<file path="src/rtl/ahb_master_arbiter_if.sv">
// Bundle between the requesters, the round-robin arbiter and the AHB master controller.
// master: arbiter view; slave: requester/controller view.
interface ahb_master_arbiter_if #(
  parameter int unsigned NUM_REQ = 4,
  parameter int unsigned OWN_W   = 2
);
  logic [NUM_REQ-1:0]   req;
  logic [NUM_REQ-1:0]   req_write;
  logic [3*NUM_REQ-1:0] req_burst;
  logic [4*NUM_REQ-1:0] req_len;
  logic [NUM_REQ-1:0]   gnt;
  logic [NUM_REQ-1:0]   req_done;
  logic [NUM_REQ-1:0]   req_err;
  logic [OWN_W-1:0]     owner;
  logic                 arb_busy;
  logic                 m_start;
  logic                 m_write;
  logic [2:0]           m_burst;
  logic [3:0]           m_burst_len;
  logic                 m_busy;
  logic                 m_done;

  modport master (
    input  req, req_write, req_burst, req_len, m_busy, m_done,
    output gnt, req_done, req_err, owner, arb_busy,
    output m_start, m_write, m_burst, m_burst_len
  );

  modport slave (
    output req, req_write, req_burst, req_len, m_busy, m_done,
    input  gnt, req_done, req_err, owner, arb_busy,
    input  m_start, m_write, m_burst, m_burst_len
  );
endinterface

</file>
<file path="src/rtl/ahb_master_arbiter.sv">
// Round-robin arbiter sharing one AHB-Lite master controller among NUM_REQ requesters.
// Optional watchdog on an owned transfer: define ARB_TIMEOUT_EN.
module ahb_master_arbiter #(
  parameter int unsigned NUM_REQ        = 4,
  parameter int unsigned OWN_W          = 2,
  parameter int unsigned TIMEOUT_CYCLES = 256
) (
  input  logic                  HCLK,
  input  logic                  HRESET,
  ahb_master_arbiter_if.master  bus
);

  typedef enum logic [1:0] {ArbIdle, ArbStart, ArbWait} arb_state_e;

  arb_state_e           state_q, state_d;
  logic [NUM_REQ-1:0]   gnt_q, gnt_d;
  logic [NUM_REQ-1:0]   req_done_q, req_done_d;
  logic [NUM_REQ-1:0]   req_err_q, req_err_d;
  logic [OWN_W-1:0]     owner_q, owner_d;
  logic [OWN_W-1:0]     last_owner_q, last_owner_d;
  logic                 arb_busy_q, arb_busy_d;
  logic                 m_start_q, m_start_d;
  logic                 m_write_q, m_write_d;
  logic [2:0]           m_burst_q, m_burst_d;
  logic [3:0]           m_burst_len_q, m_burst_len_d;

  logic                 req_any;
  logic [OWN_W-1:0]     sel;
  logic                 sel_write;
  logic [2:0]           sel_burst;
  logic [3:0]           sel_len;
  logic                 done_ok;
  logic                 timeout;
  logic                 release_own;

`ifdef ARB_TIMEOUT_EN
  localparam int unsigned CntW = $clog2(TIMEOUT_CYCLES + 1);
  localparam logic [CntW-1:0] CntLast = CntW'(TIMEOUT_CYCLES - 1);

  logic [CntW-1:0] cnt_q, cnt_d;
`else
  logic unused_timeout_cfg;
  assign unused_timeout_cfg = ^TIMEOUT_CYCLES;
`endif

  assign req_any = |bus.req;

  // Scan last_owner+1 upward with wrap; the largest offset is written first so the nearest
  // requester wins and the previous owner ends up with lowest priority.
  always_comb begin
    logic [OWN_W:0] idx;
    sel = last_owner_q;
    idx = '0;
    for (int k = NUM_REQ; k >= 1; k--) begin
      idx = {1'b0, last_owner_q} + (OWN_W + 1)'(k);
      if (idx >= (OWN_W + 1)'(NUM_REQ)) begin
        idx = idx - (OWN_W + 1)'(NUM_REQ);
      end
      if (bus.req[idx[OWN_W-1:0]]) begin
        sel = idx[OWN_W-1:0];
      end
    end
  end

  // Descriptor fields of the selected requester.
  always_comb begin
    sel_write = 1'b0;
    sel_burst = 3'd0;
    sel_len   = 4'd0;
    for (int i = 0; i < NUM_REQ; i++) begin
      if (sel == OWN_W'(i)) begin
        sel_write = bus.req_write[i];
        sel_burst = bus.req_burst[3*i +: 3];
        sel_len   = bus.req_len[4*i +: 4];
      end
    end
  end

  assign done_ok = (state_q == ArbWait) && bus.m_done;

`ifdef ARB_TIMEOUT_EN
  // A done pulse on the expiry edge wins: the transfer completed normally.
  assign timeout = (state_q != ArbIdle) && (cnt_q == CntLast) && !done_ok;
`else
  assign timeout = 1'b0;
`endif

  assign release_own = done_ok || timeout;

  always_comb begin
    state_d       = state_q;
    gnt_d         = gnt_q;
    req_done_d    = '0;
    req_err_d     = '0;
    owner_d       = owner_q;
    last_owner_d  = last_owner_q;
    arb_busy_d    = arb_busy_q;
    m_start_d     = 1'b0;
    m_write_d     = m_write_q;
    m_burst_d     = m_burst_q;
    m_burst_len_d = m_burst_len_q;
`ifdef ARB_TIMEOUT_EN
    cnt_d         = cnt_q;
`endif

    unique case (state_q)
      ArbIdle: begin
        if (req_any && !bus.m_busy) begin
          state_d       = ArbStart;
          owner_d       = sel;
          arb_busy_d    = 1'b1;
          m_start_d     = 1'b1;
          m_write_d     = sel_write;
          m_burst_d     = sel_burst;
          m_burst_len_d = (sel_len == 4'd0) ? 4'd1 : sel_len;
          for (int i = 0; i < NUM_REQ; i++) begin
            gnt_d[i] = (sel == OWN_W'(i));
          end
`ifdef ARB_TIMEOUT_EN
          cnt_d = '0;
`endif
        end
      end

      ArbStart, ArbWait: begin
        if (state_q == ArbStart) begin
          state_d = ArbWait;
        end
`ifdef ARB_TIMEOUT_EN
        cnt_d = cnt_q + 1'b1;
`endif
        if (release_own) begin
          state_d      = ArbIdle;
          gnt_d        = '0;
          arb_busy_d   = 1'b0;
          last_owner_d = owner_q;
          for (int i = 0; i < NUM_REQ; i++) begin
            req_done_d[i] = (owner_q == OWN_W'(i));
            req_err_d[i]  = (owner_q == OWN_W'(i)) && timeout;
          end
        end
      end

      default: begin
        state_d = ArbIdle;
      end
    endcase
  end

  always_ff @(posedge HCLK) begin
    if (HRESET) begin
      state_q       <= ArbIdle;
      gnt_q         <= '0;
      req_done_q    <= '0;
      req_err_q     <= '0;
      owner_q       <= '0;
      last_owner_q  <= OWN_W'(NUM_REQ - 1);
      arb_busy_q    <= 1'b0;
      m_start_q     <= 1'b0;
      m_write_q     <= 1'b0;
      m_burst_q     <= 3'd0;
      m_burst_len_q <= 4'd0;
    end else begin
      state_q       <= state_d;
      gnt_q         <= gnt_d;
      req_done_q    <= req_done_d;
      req_err_q     <= req_err_d;
      owner_q       <= owner_d;
      last_owner_q  <= last_owner_d;
      arb_busy_q    <= arb_busy_d;
      m_start_q     <= m_start_d;
      m_write_q     <= m_write_d;
      m_burst_q     <= m_burst_d;
      m_burst_len_q <= m_burst_len_d;
    end
  end

`ifdef ARB_TIMEOUT_EN
  always_ff @(posedge HCLK) begin
    if (HRESET) begin
      cnt_q <= '0;
    end else begin
      cnt_q <= cnt_d;
    end
  end
`endif

  assign bus.gnt         = gnt_q;
  assign bus.req_done    = req_done_q;
`ifdef ARB_TIMEOUT_EN
  assign bus.req_err     = req_err_q;
`else
  assign bus.req_err     = '0;
`endif
  assign bus.owner       = owner_q;
  assign bus.arb_busy    = arb_busy_q;
  assign bus.m_start     = m_start_q;
  assign bus.m_write     = m_write_q;
  assign bus.m_burst     = m_burst_q;
  assign bus.m_burst_len = m_burst_len_q;

`ifndef ARB_TIMEOUT_EN
  logic [NUM_REQ-1:0] unused_req_err;
  assign unused_req_err = req_err_q;
`endif

endmodule
</file>
<file path="src/flat_wrapper.sv">
// flat-port wrapper written by rule: the top's interface ports become plain ports
module ahb_master_arbiter_flat 
#(
  parameter int unsigned NUM_REQ        = 4,
  parameter int unsigned OWN_W          = 2,
  parameter int unsigned TIMEOUT_CYCLES = 256
)
  (HCLK, HRESET, bus_req, bus_req_write, bus_req_burst, bus_req_len, bus_m_busy, bus_m_done, bus_gnt, bus_req_done, bus_req_err, bus_owner, bus_arb_busy, bus_m_start, bus_m_write, bus_m_burst, bus_m_burst_len);
  ahb_master_arbiter_if #(.NUM_REQ(NUM_REQ), .OWN_W(OWN_W)) bus_i ();
  input  logic HCLK;
  input  logic HRESET;
  input wire logic [$bits(bus_i.req)-1:0] bus_req;
  input wire logic [$bits(bus_i.req_write)-1:0] bus_req_write;
  input wire logic [$bits(bus_i.req_burst)-1:0] bus_req_burst;
  input wire logic [$bits(bus_i.req_len)-1:0] bus_req_len;
  input wire logic [$bits(bus_i.m_busy)-1:0] bus_m_busy;
  input wire logic [$bits(bus_i.m_done)-1:0] bus_m_done;
  output wire logic [$bits(bus_i.gnt)-1:0] bus_gnt;
  output wire logic [$bits(bus_i.req_done)-1:0] bus_req_done;
  output wire logic [$bits(bus_i.req_err)-1:0] bus_req_err;
  output wire logic [$bits(bus_i.owner)-1:0] bus_owner;
  output wire logic [$bits(bus_i.arb_busy)-1:0] bus_arb_busy;
  output wire logic [$bits(bus_i.m_start)-1:0] bus_m_start;
  output wire logic [$bits(bus_i.m_write)-1:0] bus_m_write;
  output wire logic [$bits(bus_i.m_burst)-1:0] bus_m_burst;
  output wire logic [$bits(bus_i.m_burst_len)-1:0] bus_m_burst_len;
  assign bus_i.req = bus_req;
  assign bus_i.req_write = bus_req_write;
  assign bus_i.req_burst = bus_req_burst;
  assign bus_i.req_len = bus_req_len;
  assign bus_i.m_busy = bus_m_busy;
  assign bus_i.m_done = bus_m_done;
  assign bus_gnt = bus_i.gnt;
  assign bus_req_done = bus_i.req_done;
  assign bus_req_err = bus_i.req_err;
  assign bus_owner = bus_i.owner;
  assign bus_arb_busy = bus_i.arb_busy;
  assign bus_m_start = bus_i.m_start;
  assign bus_m_write = bus_i.m_write;
  assign bus_m_burst = bus_i.m_burst;
  assign bus_m_burst_len = bus_i.m_burst_len;
  ahb_master_arbiter #(.NUM_REQ(NUM_REQ), .OWN_W(OWN_W), .TIMEOUT_CYCLES(TIMEOUT_CYCLES)) u_core (.HCLK(HCLK), .HRESET(HRESET), .bus(bus_i));
endmodule
</file>
<file path="config.mk">
export PLATFORM = sky130hd
export DESIGN_NAME = ahb_master_arbiter_flat
export DESIGN_NICKNAME = d
export VERILOG_FILES = /design/src/rtl/ahb_master_arbiter_if.sv /design/src/rtl/ahb_master_arbiter.sv /design/src/flat_wrapper.sv
export SDC_FILE = /design/constraint.sdc
export NUM_CORES = 1
export LEC_CHECK = 0
export ABC_CLOCK_PERIOD_IN_PS = 2210
export CORE_MARGIN = 2
export CORE_UTILIZATION = 42
export CTS_CLUSTER_SIZE = 25
export DETAILED_ROUTE_END_ITERATION = 10
export GPL_TIMING_DRIVEN = 0
export PLACE_DENSITY = 0.79
export SKIP_CTS_REPAIR_TIMING = 1
export SLEW_MARGIN = 20
export SYNTH_ARGS = -nofsm -noshare
export SYNTH_HDL_FRONTEND = slang
export SYNTH_SLANG_ARGS = --single-unit
</file>
<file path="constraint.sdc">
create_clock -name HCLK -period 2.21 [get_ports HCLK]
set_input_delay 0.442 -clock HCLK [delete_from_list [all_inputs] [get_ports HCLK]]
set_output_delay 0.442 -clock HCLK [all_outputs]
set_load 0.02 [all_outputs]
</file>
-- Word-level counts from Yosys, hierarchy flattened
Cells that the tools add are included.
- reductions and logical operators: 16
- equality and inequality tests: 11
- add/sub/neg operators: 8
- magnitude comparators: 8
- multiplexer cells: 40
- bitwise operators: 3
- operators with widths (operator ; number):
    2-to-1 mux 4 bit ; 7
    2-to-1 mux 2 bit ; 11
    >= comparator 3 bit (second input constant) ; 4
    < comparator 2 x 3 -> 1 bit (second input constant) ; 4
    2-to-1 mux 3 bit ; 4
    2-to-1 mux 1 bit ; 11
    equality test 2 bit (second input constant) ; 5
    binary-select mux 1 bit (select 2 bit) ; 4
    case mux 4 bit (2 select lines) ; 1
    subtractor 2 x 1 -> 2 bit (second input constant) ; 4
    adder 2 x 2 -> 3 bit (second input constant) ; 2
    equality test 2 x 1 -> 1 bit (second input constant) ; 3
    logical NOT 2 bit ; 3
    AND reduction 2 bit ; 3
    logical NOT 4 bit ; 1
    inequality test 2 x 1 -> 1 bit (second input constant) ; 2
    case mux 2 bit (2 select lines) ; 1
    OR reduction 2 bit ; 2
    OR reduction 4 bit ; 1
    adder 2 x 1 -> 3 bit (second input constant) ; 1
    adder 2 x 3 -> 3 bit (second input constant) ; 1
    inequality test 3 x 1 -> 1 bit (second input constant) ; 1
    inverter 1 bit ; 3
    AND reduction 3 bit ; 1
    5 further kinds ; 6
- register bits after elaboration: 24
- output and inout bits: 24
- input port bits: 40
- logic and storage cells: 96

-- Logic depth before layout (Yosys ltp)
Gate-level depths: netlist of run 1.
- depth after elaboration: 16
- depth in mapped cells: 8

-- Worst setup path after synthesis of run 1
Ideal clock, no wire load.
- path type: input-to-reg
- start: in bus_req[2]
- end: reg u_core.m_burst_q[2] (netlist: u_core.bus.m_burst[2])
- arrival time: 1.646 ns
- library setup time: 0.067 ns
- stages on the path: 7
- path slack: 0.497 ns
- cells stage by stage: nand2b_2 a21oi_4 or3_4 buf_12 mux2i_1 mux2_2 o21ai_2
- longest elaborated chain between the ends: 11
- elaborated cells on any way between the ends: 23
- those cells by class: 3 x eq/ne; 16 x mux; 4 x reduce/logical
- ends and longest elaborated chain (item ; RTL line ; source):
    start, declared ; flat_wrapper.sv:12 ; input wire logic [$bits(bus_i.req)-1:0] bus_req;
    binary-select mux 1 bit (select 2 bit) ; ahb_master_arbiter.sv:59 ; if (bus.req[idx[OWN_W-1:0]]) begin
    2-to-1 mux 1 bit (not written as such) ; ahb_master_arbiter.sv:59 ;
    2-to-1 mux 2 bit (4 in series) ; ahb_master_arbiter.sv:59 ;
    logical NOT 2 bit ; ahb_master_arbiter.sv:71 ; if (sel == OWN_W'(i)) begin
    2-to-1 mux 3 bit (4 in series) ; ahb_master_arbiter.sv:71 ;
    end signal, assigned ; ahb_master_arbiter.sv:173 ; m_burst_q <= m_burst_d;
    end, declared ; ahb_master_arbiter.sv:24 ; logic [2:0] m_burst_q, m_burst_d;
Several ways; a longest one is shown, not always the timed one. The select of a mux whose other input is x is not followed.
A chain may end at the register's enable or synchronous reset.

-- Worst setup path after layout of run 1
- start: in bus_req[0]
- end: reg u_core.m_burst_len_q[0] (netlist: u_core.bus.m_burst_len[0])
- longest elaborated chain between the ends: 13
- elaborated cells on any way between the ends: 25
- those cells by class: 3 x eq/ne; 17 x mux; 5 x reduce/logical
- ends and longest elaborated chain (item ; RTL line ; source):
    binary-select mux 1 bit (select 2 bit) ; ahb_master_arbiter.sv:59 ;
    2-to-1 mux 1 bit (not written as such) ; ahb_master_arbiter.sv:59 ;
    2-to-1 mux 2 bit (4 in series) ; ahb_master_arbiter.sv:59 ;
    logical NOT 2 bit ; ahb_master_arbiter.sv:71 ;
    2-to-1 mux 4 bit (4 in series) ; ahb_master_arbiter.sv:71 ;
    logical NOT 4 bit ; ahb_master_arbiter.sv:115 ; m_burst_len_d = (sel_len == 4'd0) ? 4'd1 : sel_len;
    2-to-1 mux 4 bit ; ahb_master_arbiter.sv:115 ;
    end signal, assigned ; ahb_master_arbiter.sv:174 ; m_burst_len_q <= m_burst_len_d;
    end, declared ; ahb_master_arbiter.sv:25 ; logic [3:0] m_burst_len_q, m_burst_len_d;
Several ways; a longest one is shown, not always the timed one. The select of a mux whose other input is x is not followed.

==> metrics.cfg, run 1 <==
[power_and_ir_drop]
power_leakage_nw = 0.8231
power.density_cell_area_nw_per_um2 = 577.9
vdd_drop_max_mv = 0.4254

[flow_run]
max_cap_viol_count = 0

[sta]
setup_violations = 0
finalHoldWorstSlack_ns = 0.4662
finalWorstPathRequiredPeriod_ns = 2.144
rsz0062_at_grt = no
worst_tran_pin_value_ns = 0.5446
finClkSkew_ns = 0.003482
slew_headroom_pct = 63.36
max_clock_freq_mhz = 466.3
final-max-slew-violation-count = 0
min_period_over_period_pct = 97.03
hold_viol_final = 0
finalSetupTns_ns = 0

[final_layout]
areaGrowthSynthToFinish_pct = 53.18
layout.cells.most_common_list = sky130_fd_sc_hd__clkdlybuf4s50_1 (57), sky130_fd_sc_hd__dfxtp_1 (24), sky130_fd_sc_hd__nand2_1 (12), sky130_fd_sc_hd__nor2_1 (12), sky130_fd_sc_hd__a211oi_1 (9)
nets = 264
diodes = 0
mostFrequentLayoutCell = sky130_fd_sc_hd__clkdlybuf4s50_1
final_core_area_utilization_pct = 66.40
drive_gt1_share_pct = 17.27
final_area_um2 = 2198

[worst_hold_path]
min_to = u_core.bus.m_burst_len[2]
min_path_type = reg -> reg
min-delay-start = u_core.bus.m_burst_len[2]
hold_path_depth = 2

[critical_path]
critical_path.top_delay_family = simple AND/OR/NAND/NOR gates
path_max_fanout = 6
cp_data_arrival_time_ns = 2.37
reg2reg_from = u_core.last_owner_q[1]
critPathSlowestCell = sky130_fd_sc_hd__nor4_1
cp_cell_sequence = clkdlybuf4s50_1, nor4_1, nor2_1, and2_2, or2b_4, o31a_1, o21ai_1
endpoint_kind = flop
category_of_the_most_critical_setup_path = in -> reg
ff2ff_path_depth = 8
critical_path.max_stage_delay_ns = 0.56
worst_setup_path_start_kind = input pin
regToRegEndpoint = u_core.bus.m_write
reg2reg_setup_slack_ns = 0.38
worstPathRequired_ns = 2.43
critical_path.n_buffers_inverters = 1

[run_status]
outcome = finished, final reports clean

[grt]
grt_first_pass_wirelength_mm = 6.665
largest_net_degree_at_the_start_of_global_routing = 15
global_route.overflow_total = 0
tot_gr_track_use_pct = 20.90
grt_pass1_vias = 1392
number_of_antenna_violations_at_the_first_check_in_global_routing = 0

[floorplanning]
start_util_pct = 43.35
core.rowCount = 21
io-pin-count = 64
fp.dieW_um = 62.46
die_height_um = 62.46
core_region_area_um2 = 3311
die_area_um2 = 3901

[routing]
drt-initial-drc-count = 68
drt-vias-per-instance = 5.271
wl_mm = 3.975
drc_errors = 0
ant_nets = 0
first_pass_iters = 4
wl_per_cell_um = 14.94
dr_total_vias = 1402

[cts]
tritoncts = built
h-tree-depth = 1
clock-sinks = 24
tritoncts.num_buffers = 3
clock_latency_ns = 0.31
cts.path.max_buffers = 2
worst_setup_hold_path_clk_slew_ns = 0.13
clock-root-buffer = sky130_fd_sc_hd__clkbuf_4

[synth]
ys_top_cells_by_area = sky130_fd_sc_hd__dfxtp_1 (33%), sky130_fd_sc_hd__mux2i_1 (5.6%), sky130_fd_sc_hd__a211oi_1 (4.7%)
synth_seq_cells = 24
synth.yosys.warnings = 0
avg_synthesized_cell_area_um2 = 9.504
synth-seq-area-share_pct = 33.48
top_cell_type_s_share_of_synthesized_area_pct = 33.48
synthesis.instances = 151
post_synth_edffs = 0
synth_largest_area_cell = sky130_fd_sc_hd__dfxtp_1
most_common_flop_cell_mapped_by_yosys = sky130_fd_sc_hd__dfxtp_1
cell_area_after_synthesis_um2 = 1435
yosys.cell_types.count = 42
ys_async_sr_fraction_pct = 0

[placed_design]
gp_congestion = 0.7857
hpwl_mm = 3.041
detailed_place.area_um2 = 2095
place.port_buffers = 59

[through the flow]
step	worst slack, ns	std cells	total power, mW
2_1_floorplan	0.4970	154	0.7668
3_3_place_gp	-0.2220	259	0.9409
3_5_place_dp	-0.2737	259	0.9563
4_1_cts	0.06342	263	1.267
5_1_grt	0.01757	266	1.336
6_report	0.06554	266	1.270
[Yosys cell counts, drive strengths merged, types with 5 or more instances]
cell and n:
a22oi 5, nand2 12, dfxtp 24, nor2 12, mux2i 8, o21ai 8
inv 6, buf 8, a211oi 9, o31a 9, nand3b 7, a21oi 7
[worst max path at each step]
stage,from,end,slack (ns),cells after the start
3_3_place_gp,bus_req[2],u_core.bus.m_burst[0],-0.22,8
6_report,bus_req[0],u_core.bus.m_burst_len[0],0.07,7
3_5_place_dp,bus_req[2],u_core.bus.m_write,-0.27,8
2_1_floorplan,bus_req[2],u_core.bus.m_burst[2],0.50,7
5_1_grt,bus_req[0],u_core.bus.m_burst_len[0],0.02,8
4_1_cts,bus_req[2],u_core.bus.m_write,0.06,8
[worst reg2reg max path: stages, from the launching register on]
cell and delay, ns:
sky130_fd_sc_hd__dfxtp_1 0.33, sky130_fd_sc_hd__buf_6 0.13, sky130_fd_sc_hd__nand2_1 0.15, sky130_fd_sc_hd__a21oi_4 0.11
sky130_fd_sc_hd__or3_4 0.41, sky130_fd_sc_hd__buf_12 0.16, sky130_fd_sc_hd__mux2i_1 0.12, sky130_fd_sc_hd__mux2_2 0.26
sky130_fd_sc_hd__o21ai_1 0.11
[kinds of logic (layout without fill, tap and decap cells)]
logic type               after synthesis  count (layout)  share of synthesized area, %
multiplexers                          12              12                         8.718
AO/OA/AOI/OAI                         45              46                         25.11
adder cells (fa/ha/maj)                3               3                         2.616
buffers and inverters                 16              81                         8.631
flip-flops                            24              24                         33.48
AND/OR/NAND/NOR                       50              50                         21.19
other                                  1               4                        0.2613
[sequential cells by signal, summed over array words and instances (netlist names), 2 cells and up]
name / count
u_core.bus.gnt: 4
u_core.bus.m_burst: 3
u_core.bus.m_burst_len: 4
u_core.bus.owner: 2
u_core.bus.req_done: 4
u_core.last_owner_q: 2
u_core.state_q: 2
[where the power goes]
group          internal [mW]  switching [mW]  total [mW]
clock                  0.183           0.132       0.316
combinational          0.240           0.217       0.457
sequential             0.472          0.0261       0.498
total                  0.895           0.375        1.27
[layout make-up]
cell class,count,area (um2)
inverters,6,22.52
clock inverters,1,30.03
well taps,46,57.56
repair buffers,61,623.1
multi-input cells,115,860.8
fillers,293,1112
plain buffers,10,101.3
clock buffers,3,22.52
flip-flops and latches,24,480.5
[metal layers]
metal / part of all wire, % / vias up / global-route usage [%] / routed length (um)
met2: 53 / 34 / 38.04 / 2087
met1: 43 / 672 / 24.94 / 1727
li1: - / 694 / - / -
met3: 3.7 / 2 / 3.964 / 149
met4: 0.25 / 0 / 5.833 / 10
met5: 0 / - / 0 / 0
Note: power is estimated with default switching activity, not from simulation.
==> inputs of run 2 (changes only) <==
--- a/config.mk
+++ b/config.mk
@@ -13,7 +13,7 @@
 export GPL_TIMING_DRIVEN = 0
 export PLACE_DENSITY = 0.79
 export SKIP_CTS_REPAIR_TIMING = 1
-export SLEW_MARGIN = 20
+export SLEW_MARGIN = 25
 export SYNTH_ARGS = -nofsm -noshare
 export SYNTH_HDL_FRONTEND = slang
 export SYNTH_SLANG_ARGS = --single-unit
==> results of run 2 <==
Final layout, timing and power as in run 1 (identical DEF).
